### config.mk
export PLATFORM = sky130hd
export DESIGN_NAME = bf16_cvt_scheduler
export DESIGN_NICKNAME = d
export VERILOG_FILES = /design/src/rtl/bf16_pkg.sv /design/src/rtl/rr_arbiter.sv /design/src/rtl/bf16_cvt_scheduler.sv
export SDC_FILE = /design/constraint.sdc
export NUM_CORES = 1
export LEC_CHECK = 0
export BUFFER_PORTS_ARGS = -buffer_cell sky130_fd_sc_hd__buf_2
export CORE_MARGIN = 5
export CORE_UTILIZATION = 45
export CTS_BUF_LIST = sky130_fd_sc_hd__clkbuf_8
export CTS_CLUSTER_SIZE = 12
export DETAILED_ROUTE_END_ITERATION = 10
export GPL_TIMING_DRIVEN = 0
export PLACE_DENSITY = 0.81
export SETUP_SLACK_MARGIN = 0.5
export SYNTH_ARGS = -nofsm -noshare
export SYNTH_HDL_FRONTEND = slang
export SYNTH_SLANG_ARGS = --single-unit
### constraint.sdc
create_clock -name clk -period 4.7 [get_ports clk]
set_input_delay 0.235 -clock clk [delete_from_list [all_inputs] [get_ports clk]]
set_output_delay 0.235 -clock clk [all_outputs]
set_load 0.05 [all_outputs]
### src/rtl/bf16_pkg.sv
`default_nettype none
// ============================================================================
// Module      : bf16_pkg
// Description : Shared types and constants for the BF16 conversion scheduler.
//               This file holds the scheduler FSM state encoding, the
//               converter flag bit positions and the operand/result widths.
// Ports       : none (package)
// Revision    : 1.0 - initial release
// ============================================================================
package bf16_pkg;

    localparam int BF16_W    = 16;
    localparam int FP32_W    = 32;
    localparam int NUM_FLAGS = 4;

    // Converter status flag bit positions
    localparam int FLAG_NAN  = 0;
    localparam int FLAG_INF  = 1;
    localparam int FLAG_ZERO = 2;
    localparam int FLAG_SUB  = 3;

    typedef enum logic [1:0] {
        ST_IDLE  = 2'd0,
        ST_ISSUE = 2'd1,
        ST_WAIT  = 2'd2,
        ST_RESP  = 2'd3
    } cvt_state_e;

endpackage
`default_nettype wire

### src/rtl/rr_arbiter.sv
`default_nettype none
// ============================================================================
// Module      : rr_arbiter
// Description : Combinational round-robin arbiter. Grants the first asserted
//               request at or above ptr_i, wrapping past NUM_REQ-1 to 0.
// Ports       : req_i[NUM_REQ-1:0]   - request vector
//               ptr_i                - highest-priority index this cycle
//               gnt_o[NUM_REQ-1:0]   - one-hot grant (zero if no request)
//               gnt_idx_o            - binary index of the grant
//               gnt_any_o            - at least one request asserted
// Revision    : 1.0 - initial release
// ============================================================================
module rr_arbiter #(
    parameter  int NUM_REQ = 2,
    localparam int IDX_W   = $clog2(NUM_REQ)
) (
    input  logic [NUM_REQ-1:0] req_i,
    input  logic [IDX_W-1:0]   ptr_i,
    output logic [NUM_REQ-1:0] gnt_o,
    output logic [IDX_W-1:0]   gnt_idx_o,
    output logic               gnt_any_o
);

    logic [IDX_W-1:0] w_cand;

    always_comb begin
        gnt_o     = '0;
        gnt_idx_o = '0;
        gnt_any_o = 1'b0;
        w_cand    = '0;
        for (int off = 0; off < NUM_REQ; off++) begin
            w_cand = IDX_W'((int'(ptr_i) + off) % NUM_REQ);
            if (!gnt_any_o && req_i[w_cand]) begin
                gnt_any_o     = 1'b1;
                gnt_o[w_cand] = 1'b1;
                gnt_idx_o     = w_cand;
            end
        end
    end

endmodule
`default_nettype wire

### src/rtl/bf16_cvt_scheduler.sv
`default_nettype none
// ============================================================================
// Module      : bf16_cvt_scheduler
// Description : Shares one BF16->FP32 converter among NUM_REQ requesters.
//               Round-robin accept, one-cycle converter enable, fixed-latency
//               capture, single response channel, sticky status flags.
// Ports       : clk, reset (async active-low)
//               req_valid/req_ready/req_operand/req_tag - request channels
//               rsp_valid/rsp_ready/rsp_result/rsp_src/rsp_tag/rsp_flags
//               cvt_enable/cvt_operand/cvt_result/cvt_fpcsr - converter
//               fpcsr_sticky, fpcsr_clr - accumulated flags and clear
//               busy - FSM not idle
// Revision    : 1.0 - initial release
// ============================================================================
module bf16_cvt_scheduler
    import bf16_pkg::*;
#(
    parameter  int NUM_REQ     = 2,
    parameter  int TAG_W       = 4,
    parameter  int CVT_LATENCY = 1,
    localparam int SRC_W       = $clog2(NUM_REQ)
) (
    input  logic                       clk,
    input  logic                       reset,
    input  logic [NUM_REQ-1:0]         req_valid,
    output logic [NUM_REQ-1:0]         req_ready,
    input  logic [NUM_REQ*BF16_W-1:0]  req_operand,
    input  logic [NUM_REQ*TAG_W-1:0]   req_tag,
    output logic                       rsp_valid,
    input  logic                       rsp_ready,
    output logic [FP32_W-1:0]          rsp_result,
    output logic [SRC_W-1:0]           rsp_src,
    output logic [TAG_W-1:0]           rsp_tag,
    output logic [NUM_FLAGS-1:0]       rsp_flags,
    output logic                       cvt_enable,
    output logic [BF16_W-1:0]          cvt_operand,
    input  logic [FP32_W-1:0]          cvt_result,
    input  logic [NUM_FLAGS-1:0]       cvt_fpcsr,
    output logic [NUM_FLAGS-1:0]       fpcsr_sticky,
    input  logic                       fpcsr_clr,
    output logic                       busy
);

    localparam int CNT_W = $clog2(CVT_LATENCY + 1);

    cvt_state_e           state_q,  state_d;
    logic [SRC_W-1:0]     ptr_q,    ptr_d;
    logic [CNT_W-1:0]     cnt_q,    cnt_d;
    logic [BF16_W-1:0]    op_q,     op_d;
    logic [TAG_W-1:0]     tag_q,    tag_d;
    logic [SRC_W-1:0]     src_q,    src_d;
    logic [FP32_W-1:0]    result_q, result_d;
    logic [NUM_FLAGS-1:0] flags_q,  flags_d;
    logic [NUM_FLAGS-1:0] sticky_q, sticky_d;

    logic [NUM_REQ-1:0]   w_gnt;
    logic [SRC_W-1:0]     w_gnt_idx;
    logic                 w_gnt_any;
    logic [BF16_W-1:0]    w_sel_op;
    logic [TAG_W-1:0]     w_sel_tag;
    logic                 w_capture;

    rr_arbiter #(
        .NUM_REQ   (NUM_REQ)
    ) u_arb (
        .req_i     (req_valid),
        .ptr_i     (ptr_q),
        .gnt_o     (w_gnt),
        .gnt_idx_o (w_gnt_idx),
        .gnt_any_o (w_gnt_any)
    );

    // Payload mux for the granted requester (constant slices only)
    always_comb begin
        w_sel_op  = '0;
        w_sel_tag = '0;
        for (int i = 0; i < NUM_REQ; i++) begin
            if (w_gnt_idx == SRC_W'(i)) begin
                w_sel_op  = req_operand[i*BF16_W +: BF16_W];
                w_sel_tag = req_tag[i*TAG_W +: TAG_W];
            end
        end
    end

    always_comb begin
        state_d    = state_q;
        ptr_d      = ptr_q;
        cnt_d      = cnt_q;
        op_d       = op_q;
        tag_d      = tag_q;
        src_d      = src_q;
        result_d   = result_q;
        flags_d    = flags_q;
        req_ready  = '0;
        cvt_enable = 1'b0;
        w_capture  = 1'b0;

        case (state_q)
            ST_IDLE: begin
                // The reset term keeps req_ready low while reset is held,
                // since the grant itself is purely combinational.
                if (w_gnt_any && reset) begin
                    req_ready = w_gnt;
                    op_d      = w_sel_op;
                    tag_d     = w_sel_tag;
                    src_d     = w_gnt_idx;
                    ptr_d     = (w_gnt_idx == SRC_W'(NUM_REQ - 1)) ? '0 : w_gnt_idx + 1'b1;
                    state_d   = ST_ISSUE;
                end
            end
            ST_ISSUE: begin
                cvt_enable = 1'b1;
                cnt_d      = CNT_W'(CVT_LATENCY);
                state_d    = ST_WAIT;
            end
            ST_WAIT: begin
                cnt_d = cnt_q - 1'b1;
                // Converter output is valid in the cycle the count reads 1
                if (cnt_q == CNT_W'(1)) begin
                    w_capture = 1'b1;
                    result_d  = cvt_result;
                    flags_d   = cvt_fpcsr;
                    state_d   = ST_RESP;
                end
            end
            ST_RESP: begin
                if (rsp_ready) begin
                    state_d = ST_IDLE;
                end
            end
            default: begin
                state_d = ST_IDLE;
            end
        endcase

        // A clear coinciding with a capture keeps only the new flags
        sticky_d = sticky_q;
        if (w_capture) begin
            sticky_d = fpcsr_clr ? cvt_fpcsr : (sticky_q | cvt_fpcsr);
        end else if (fpcsr_clr) begin
            sticky_d = '0;
        end
    end

    always_ff @(posedge clk or negedge reset) begin
        if (!reset) begin
            state_q  <= ST_IDLE;
            ptr_q    <= '0;
            cnt_q    <= '0;
            op_q     <= '0;
            tag_q    <= '0;
            src_q    <= '0;
            result_q <= '0;
            flags_q  <= '0;
            sticky_q <= '0;
        end else begin
            state_q  <= state_d;
            ptr_q    <= ptr_d;
            cnt_q    <= cnt_d;
            op_q     <= op_d;
            tag_q    <= tag_d;
            src_q    <= src_d;
            result_q <= result_d;
            flags_q  <= flags_d;
            sticky_q <= sticky_d;
        end
    end

    assign rsp_valid    = (state_q == ST_RESP);
    assign busy         = (state_q != ST_IDLE);
    assign cvt_operand  = op_q;
    assign rsp_result   = result_q;
    assign rsp_src      = src_q;
    assign rsp_tag      = tag_q;
    assign rsp_flags    = flags_q;
    assign fpcsr_sticky = sticky_q;

endmodule
`default_nettype wire
# ---- Word-level counts from Yosys, hierarchy flattened
# Cells that the tools add are included.
dict set report totals {
  rom_bits 0
  latch_bits 0
  memories 0
  mem_bits_rw 0
  out_inout_bits 66
  inputBits 82
  wordCells 66
  register_bits 65
}
dict set report op_classes {
  div 0
  n_reduce_logical 12
  n_shift 0
  n_lt_le_gt_ge 4
  n_mux 30
  bitwise_logic 2
  multipliers 0
  n_addsub 3
  n_eq_ne 6
}
# operator n
set op_table {}
lappend op_table {{16-bit 2-to-1 mux} 1}
lappend op_table {{4-bit 2-to-1 mux} 4}
lappend op_table {{1-bit 2-to-1 mux} 14}
lappend op_table {{2-bit 2-to-1 mux} 7}
lappend op_table {{2-bit case mux with 4 select lines} 1}
lappend op_table {{2-bit nonzero test} 3}
lappend op_table {{2-bit equality test (second input constant)} 2}
lappend op_table {{1-bit logical AND} 4}
lappend op_table {{1-bit by 2-bit < comparator with 1-bit output (second input constant)} 2}
lappend op_table {{2-bit inequality test (second input constant)} 2}
lappend op_table {{4-bit bitwise OR} 1}
lappend op_table {{2-bit AND reduction} 2}
lappend op_table {{3-bit AND reduction} 1}
lappend op_table {{1-bit adder (second input constant)} 2}
lappend op_table {{1-bit demux with 1-bit select} 2}
lappend op_table {{2-bit by 1-bit equality test with 1-bit output (second input constant)} 1}
lappend op_table {{1-bit greater-or-equal comparator (second input constant)} 2}
lappend op_table {{2-bit logical NOT} 1}
lappend op_table {{2-bit by 1-bit inequality test with 1-bit output (second input constant)} 1}
lappend op_table {{2-bit bitwise OR} 1}
lappend op_table {{1-bit case mux with 2 select lines} 1}
lappend op_table {{1-bit logical NOT} 1}
lappend op_table {{1-bit subtractor (second input constant)} 1}

# ---- Logic depth before layout (Yosys ltp)
# Gate-level depths: netlist of the first run.
dict set report logic_depth {
  word_depth 9
  mapped_depth 7
  depth_no_buf 5
}

# ---- Cells and area by module
# From an unflattened synthesis of the first run, not the netlist that was laid out.
dict set report hier_totals {
  hier_cells 285
  hier_area_um2 2731.4
}
# mod seq_area_each_um2 instances area_per_inst_um2 cells_per_inst
set modules_own_cells {}
lappend modules_own_cells {bf16_cvt_scheduler 1626.6 1 2698.8 280}
lappend modules_own_cells {rr_arbiter 0.0 1 32.5 5}

# ---- Least setup slack after synthesis of the first run
# OpenSTA, ideal clock, no wires.
dict set report synth_timing {
  path_type {register -> output}
  start {register state_q[0]}
  end {output req_ready[0]}
  arrival_time_ns 1.475
  t_required_ns 4.465
  stages_incl_launch_ff 6
  slack_ns 2.990
  n_path_buf 1
  path_cell_list {dfrtp_1 -> inv_1 -> ha_1 -> and3_4 -> buf_6 -> and2_1}
}
dict set report synth_between {
  elab_chain_len 2
}
# element line_no
set synth_lines {}
lappend synth_lines {{from (decl)} bf16_cvt_scheduler.sv:46} ;# cvt_state_e state_q, state_d;
lappend synth_lines {{from (signal assigned)} bf16_cvt_scheduler.sv:157} ;# state_q <= state_d;
lappend synth_lines {{2-bit logical NOT} bf16_cvt_scheduler.sv:98} ;# case (state_q)
lappend synth_lines {{2-bit 2-to-1 mux} bf16_cvt_scheduler.sv:98}
lappend synth_lines {{to (decl)} bf16_cvt_scheduler.sv:26} ;# output logic [NUM_REQ-1:0] req_ready,
# Every way passes these cells.

# ---- Final worst setup path of the first run
dict set report layout_timing {
  start {register state_q[0]}
  end {output req_ready[1]}
}
# The elaborated chain is that of the path after synthesis.

==> results of run 1 <==
[power by group through the flow]
stage / Sequential [mW] / Combinational [mW] / Clock, mW
5_1_grt: 1.00 / 2.00 / 0.534
2_1_floorplan: 1.84 / 0.545 / 0
3_3_place_gp: 0.968 / 1.84 / 0
3_5_place_dp: 0.978 / 1.88 / 0
6_report: 0.972 / 1.85 / 0.493
4_1_cts: 0.972 / 1.88 / 0.508
[metal layers]
metal / global-route usage, % / up-vias
li1: - / 1196
met1: 23.7 / 1070
met2: 29.0 / 105
met3: 4.82 / 7
met4: 8.07 / 0
met5: 0 / -
[area by class of cell]
class,count,area share (%)
repair buffers,147,19.9
well taps,75,2.53
inverters,10,1.01
clock inverters,7,2.33
plain buffers,15,2.33
flip-flops and latches,65,43.8
multi-input cells,173,24.8
clock buffers,9,3.34
[state kept, by name (all words and copies together), names as in the netlist]
signal,count
rsp_result,32
cvt_operand,16
fpcsr_sticky,4
rsp_flags,4
rsp_tag,4
state_q,2
cnt_q,1
ptr_q,1
rsp_src,1
[Yosys cell counts]
| library cell | instances |
|---|---|
| nand2_1 | 110 |
| buf_6 | 2 |
| nor2_1 | 1 |
| and3_4 | 1 |
| nor2b_1 | 1 |
| buf_4 | 2 |
| inv_1 | 10 |
| mux2_1 | 1 |
| and3_1 | 20 |
| o211ai_1 | 1 |
| o32a_1 | 1 |
| a21oi_1 | 3 |
| a221o_1 | 20 |
| ha_1 | 4 |
| o21ai_1 | 1 |
| dfrtp_1 | 65 |
| and2_1 | 2 |
| a221oi_2 | 1 |
| buf_2 | 6 |
| nand3_1 | 1 |
| a21oi_2 | 1 |
| clkbuf_1 | 5 |
| o21ai_0 | 4 |
[cell families after synthesis]
logic type                 count (synthesis)  synth area share (%)
AOI/OAI and AO/OA                         32                  10.5
adders and majority gates                  4                  1.87
buffers and inverters                     25                  4.64
DFF                                       65                  60.9
muxes                                      1                 0.422
and+or+nand+nor                          136                  21.6
[stage by stage]
stage | setup slack, ns | power [mW] | cell area (um2) | hold slack [ns]
after floorplan | 2.99 | 2.39 | 2670 | -0.0606
after global placement | 2.15 | 2.81 | 3500 | 0.425
after detailed placement | 2.60 | 2.86 | 3500 | 0.392
after CTS | 2.39 | 3.36 | 3710 | 0.0278
after global routing | 2.32 | 3.53 | 3710 | 0.0851
final | 2.46 | 3.32 | 3710 | -0.000576
[worst paths after layout]
check | startpoint | endpoint
hold / removal | reset | rsp_result[11]
max in group asynchronous | reset | rsp_tag[1]
hold reg to reg | rsp_result[20] | rsp_result[20]
setup reg to reg | state_q[0] | cvt_operand[8]
min in group clk | cvt_result[18] | rsp_result[18]
setup / recovery | state_q[0] | req_ready[1]
[placed cells by master (no fill, tap or decap)]
cell type,synthesis,final
a221o_1,20,20
a21oi_2,1,1
inv_1,10,11
nor2_1,1,1
buf_4,2,3
a21oi_1,3,3
bufinv_16,0,2
nand3_1,1,1
o32a_1,1,1
a221oi_2,1,1
clkbuf_8,0,9
and2_1,2,2
clkbuf_1,5,5
mux2_1,1,1
o21ai_1,1,1
buf_6,2,2
clkinv_2,0,3
o211ai_1,1,1
o21ai_0,4,4
nand2_1,110,110
and3_4,1,1
ha_1,4,4
nor2b_1,1,1
clkinvlp_4,0,1
buf_2,6,152
and3_1,20,20
dfrtp_1,65,65
==> summary.md, run 1 <==
| Metric | Value |
|---|---|
| Die Ht | `87.0 um` |
| Worst skew pair latency | `0.32 ns` |
| Period Utilization, post-route | `47.8%` |
| Fin. Hold Viols | `1` |
| GR Overflow Total | `0` |
| Rows | `28` |
| Vias in the first global route | `2389` |
| Largest net degree at the start of global routing | `70` |
| Synth Register Bits | `65` |
| Area Overhead vs Synth | `39.0%` |
| Switching Share | `52.5%` |
| Die Area | `0.00757 mm2` |
| CP max stage cell | `dfrtp_1` |
| Per-cell routed wire length | `13.4 um` |
| Synth Warn # | `0` |
| Gate count of the mapped netlist | `263` |
| Mean Syn Cell Area | `10.2 um2` |
| CP Depth | `6` |
| Clk_skew | `0.00392 ns` |
| H-tree depth | `3` |
| Slew Limit Headroom | `45.6%` |
| FF+latch area | `0.00163 mm2` |
| Post-layout util | `63.5%` |
| Clk slew on worst S/H paths | `0.07 ns` |
| Final max-slew violation count | `0` |
| Multi-input gate area | `920 um2` |
| Top cell type's share of synthesized area | `60.9%` |
| Failing checks | `hold timing` |
| GP Congestion | `0.800` |
| Crit-path cells | `inv_1 -> ha_1 -> nand3_1 -> a21oi_2 -> buf_4 -> buf_2` |
| Outcome | `finished with violations` |
| Fin cells | `501` |
| CTS tree | `built` |
| Filler instances | `470` |
| # DRC | `0` |
| Leak | `2.19 nW` |
| Setup TNS | `0 ns` |
| Reg power frac | `29.3%` |
| CP Class | `reg -> out` |
| CTS Buf Count | `9` |
| Initial Utilization | `45.6%` |
| Worst EP arrival | `2.01 ns` |
| RSZ-0062 raised after global routing | `false` |
| Top sig layer | `met4` |
| Type of the most critical hold path | `in -> async` |
| Critical-path maximum fanout | `10` |
| Post-synth cell types | `23` |
| First-pass GRT wire length | `10900 um` |
| Slew @ Worst Pin | `0.815 ns` |
| DP Wirelength | `5170 um` |
| Fmax | `0.445 GHz` |
| Max Cap Violations | `0` |
| WL met1 | `2850 um` |
| Placed Instances | `485` |
| WL met3 | `725 um` |
| Via-to-Cell Ratio | `4.75` |
| FF-to-FF path depth | `5` |
| Cell area power density | `894 mW/mm2` |
| Antenna violations before repair | `0` |
| Post-CTS Setup Bufs | `0` |
| GR Util All Layers | `18.3%` |
| Vias | `2378` |
| Setup crit end kind | `output pin` |
| Final ANT Viol Nets | `0` |
| Die width | `87.0 um` |
| VDD IR max | `0.478 mV` |
| Post_cts resized | `0` |
| Comb pwr share | `55.9%` |
| Endpoints failing setup | `0` |
| N_diodes | `0` |
| Share of cells above drive strength 1 | `41.1%` |
| Worst path bufs/invs | `3` |
| Final nets | `507` |
| Number of top-level pins | `148` |
| Met2 routed WL | `3060 um` |
| Required time of the critical path | `4.47 ns` |
| Min Tclk post-route | `2.24 ns` |
| Clk pwr share | `14.8%` |
| Core Area | `0.00585 mm2` |
| Clock buffer depth | `2` |
| Sw Pwr | `1.74 mW` |
| Hold-fix buffers at CTS | `0` |
| CP max stage delay | `0.42 ns` |
| Synth area leader | `dfrtp_1` |
| Buffers on Ports | `147` |
| Clk sinks | `65` |
| Iteration-0 DRC Markers | `77` |
| CTS root buffer | `clkbuf_8` |
| Int Pwr | `1.58 mW` |
| Startpoint Class | `flop` |
| Syn Std Cell Area | `0.00267 mm2` |
| Syn nets | `349` |
| R2R Setup Slk | `2.94 ns` |
| Drt pass-1 iters | `4` |
| Final Routed Wirelength | `6690 um` |
| Synth area leaders | `dfrtp_1 61%, nand2_1 15%, a221o_1 7.5%, and3_1 4.7%, ha_1 1.9%` |
| Hold WS | `-0.000576 ns` |
| Sequential area share after synthesis | `60.9%` |
| Delay-heaviest family, CP | `buffers and inverters` |
No activity file was read; power rests on OpenSTA's default activity.
==> run 2: changes to the inputs <==
Settings changed: ABC_AREA from default to 1, CORE_UTILIZATION 45 to 42, PLACE_DENSITY 0.81 to 0.78.
Clock period 4.7 ns to 2.05 ns, I/O delays scaled along.
==> run 2 against run 1 <==
Against the previous run: the run still ends with hold timing left; flip-flop and latch count unchanged; clock skew up 0.0064 ns; synthesized cell count up 36%; critical endpoint is now req_ready[0]; core utilization grew 3.3 points; clock power rose to 2.7 times the previous value.
==> summary.md, run 2 <==
| Metric | Value |
|---|---|
| Outcome | `finished with violations` |
| Failing checks | `hold timing` |
| H-tree depth | `3 (unchanged)` |
| Leak | `2.63 nW (+20%)` |
| Post-place setup slack | `0.186 ns (-2.41 ns)` |
| Ys async rst share | `100% (unchanged)` |
| Endpoints failing setup | `0 (unchanged)` |
| Most frequent cells in the layout | `213 x nand2_1, 153 x buf_2, 65 x dfrtp_1` |
| Area Overhead vs Synth | `57.0%` |
| Post-layout util | `66.8% (+3.3 points)` |
| Clock buffer depth | `2 (unchanged)` |
| CP Class | `reg -> out` |
| Worst skew pair latency | `0.33 ns (about the same)` |
| Commonest non-fill, non-tap cell in the layout | `nand2_1` |
| Slew @ Worst Pin | `0.598 ns (-0.217 ns)` |
| Clk sinks | `65 (unchanged)` |
| CTS tree | `built` |
| Die Ht | `92.3 um (+6.0%)` |
| FF-to-FF path depth | `8 (+3)` |
| Setup TNS | `0 ns (unchanged)` |
| Filler instances | `553 (+18%)` |
| Fmax | `0.619 GHz` |
| Gate count of the mapped netlist | `358 (+36%)` |
| Top-count cell post-synth | `nand2_1` |
| N_diodes | `0 (unchanged)` |
| Final Routed Wirelength | `8770 um (+31%)` |
| Final max-slew violation count | `0 (unchanged)` |
| Antenna violations before repair | `0 (unchanged)` |
| Min Tclk post-route | `1.62 ns` |
| Rows | `30 (+7.1%)` |
| Max Cap Violations | `0 (unchanged)` |
| Synth area leaders | `dfrtp_1 57%, nand2_1 29%, nand3_1 3.9%, inv_1 2.5%, buf_2 2.1%` |
| Drt pass-1 iters | `4 (unchanged)` |
| Setup ws final | `0.433 ns (-2.02 ns)` |
| Initial Utilization | `42.5% (-3.1 points)` |
| Synth Register Bits | `65 (unchanged)` |
| Hold WS | `-0.238 ns (-0.238 ns)` |
| Slew Limit Headroom | `60.1% (+14 points)` |
| Die Area | `0.00851 mm2 (+12%)` |
| # DRC | `0 (unchanged)` |
| Mean Syn Cell Area | `7.94 um2 (-22%)` |
| Top cell type's share of synthesized area | `57.2% (-3.7 points)` |
| Core Area | `0.00668 mm2 (+14%)` |
| Synth Warn # | `0 (unchanged)` |
| Buffers on Ports | `147 (unchanged)` |
| Fin. Hold Viols | `65 (+64)` |
| CTS Buf Count | `9 (unchanged)` |
| DP Wirelength | `5810 um (+12%)` |
| GR Overflow Total | `0 (unchanged)` |
| Top FF cell, synth | `dfrtp_1` |
| Largest net degree at the start of global routing | `68 (-2.9%)` |
| Max reg flops | `32 (unchanged)` |
| Type of the most critical hold path | `in -> async` |
| Critical-path maximum fanout | `4 (-6)` |
| Final nets | `650 (+28%)` |
| Setup crit end kind | `output pin` |
| Via-to-Cell Ratio | `4.78 (+0.76%)` |
| Clk slew on worst S/H paths | `0.07 ns (about the same)` |
| Share of cells above drive strength 1 | `36.6% (-4.5 points)` |
| VDD IR max | `1.18 mV (+150%)` |
| Vias in the first global route | `3266 (+37%)` |
| Worst EP arrival | `1.51 ns (-0.50 ns)` |
| R2r endpoint | `cvt_operand[7]` |
| Post-synth cell types | `16 (-30%)` |
| Period Utilization, post-route | `78.9%` |
| Synth area leader | `dfrtp_1` |
| R2R Setup Slk | `0.55 ns (-2.39 ns)` |
| Syn nets | `444 (+27%)` |
| Post-synth EDFFs | `0 (unchanged)` |
| First-pass GRT wire length | `14500 um (+33%)` |
| Required time of the critical path | `1.95 ns (-2.52 ns)` |
| Vias | `3104 (+31%)` |
| CTS root buffer | `clkbuf_8` |
| R2R Path Start | `state_q[1]` |
| Iteration-0 DRC Markers | `71 (-7.8%)` |
| Sequential area share after synthesis | `57.2% (-3.7 points)` |
| Die width | `92.3 um (+6.0%)` |
| GP Congestion | `0.827 (+3.4%)` |
| Top cells by count, synth | `216 x nand2_1, 65 x dfrtp_1, 22 x nand3_1` |
| Clk_skew | `0.0103 ns (+0.00636 ns)` |
| Final ANT Viol Nets | `0 (unchanged)` |
| Per-cell routed wire length | `13.5 um (+1.2%)` |
| Number of top-level pins | `148 (unchanged)` |
| Hold-fix buffers at CTS | `33 (+33)` |
| RSZ-0062 raised after global routing | `true` |
| Syn Std Cell Area | `0.00284 mm2 (+6.4%)` |
| GR Util All Layers | `21.3% (+3.0 points)` |
| Startpoint Class | `flop` |
| Cell area power density | `1840 mW/mm2 (+110%)` |
-- run 2: cell count changes after synthesis, moves of 6 or more --
| cell | change |
|---|---|
| buf_2 | +6 |
| inv_1 | +9 |
| a221o_1 | -20 |
| nand3_1 | +21 |
| nand2_1 | +106 |
| and3_1 | -20 |
-- run 2: worst max path at each step --
stage	startpoint	to	slack (ns)	cells after the start
6_report	state_q[1]	req_ready[0]	0.43	7
3_5_place_dp	reset	req_ready[0]	0.19	6
2_1_floorplan	state_q[1]	req_ready[1]	0.48	6
4_1_cts	state_q[0]	req_ready[0]	0.39	7
3_3_place_gp	reset	req_ready[1]	-0.35	6
5_1_grt	state_q[1]	req_ready[1]	0.35	7
-- run 2: through the flow --
step	total power [mW]	cell area [um2]	instances
finish	8.22	4460	649
global route	8.72	4460	649
CTS	8.14	4380	640
detailed placement	6.57	3700	585
global placement	6.46	3700	585
floorplan	5.47	2860	358
-- run 2: worst max-delay path, cell delays in order (launching register included) --
cell and delay [ns]:
dfrtp_1 0.40, inv_2 0.08, ha_4 0.15, clkinvlp_4 0.10, nor2_4 0.14, nand2_2 0.09
clkinvlp_4 0.09, buf_8 0.14
-- run 2: logic make-up (layout without fill, tap and decap cells) --
family	count (synthesis)	count (layout)	share of synthesized area, %
buffers and inverters	36	247	5.55
adders and majority gates	4	4	1.76
AOI/OAI and AO/OA	12	12	2.38
DFF	65	65	57.2
and+or+nand+nor	241	241	33.1
-- run 2: where the power goes --
part           internal (mW)  total, mW  switching, mW
combinational           1.21       4.65           3.43
sequential              1.90       2.23          0.329
clock                  0.845       1.34          0.499
-- run 2: final cells by class --
class,count,area [um2],share of cell area [%]
plain buffers,17,104,2.33
clock buffers,10,138,3.09
clock inverters,6,115,2.58
inverters,19,82.6,1.85
multi-input cells,257,1090,24.4
flip-flops and latches,65,1630,36.5
well taps,80,100,2.24
repair buffers,195,1210,27.1
-- run 2: what timing repair did --
item | in CTS | in global routing
endpoints found under the hold margin | 100 | 65
buffers inserted | 6 | 9
setup endpoints to repair | 38 | 33
resized for setup | 18 | 9
pin swaps | 2 | 5
-- run 2: layer usage --
metal	part of all wire (%)	up-vias	track usage, %
li1	-	1510	-
met1	40	1412	24.5
met2	47	160	36.1
met3	10	22	7.14
met4	2.5	0	9.16
met5	0	-	0
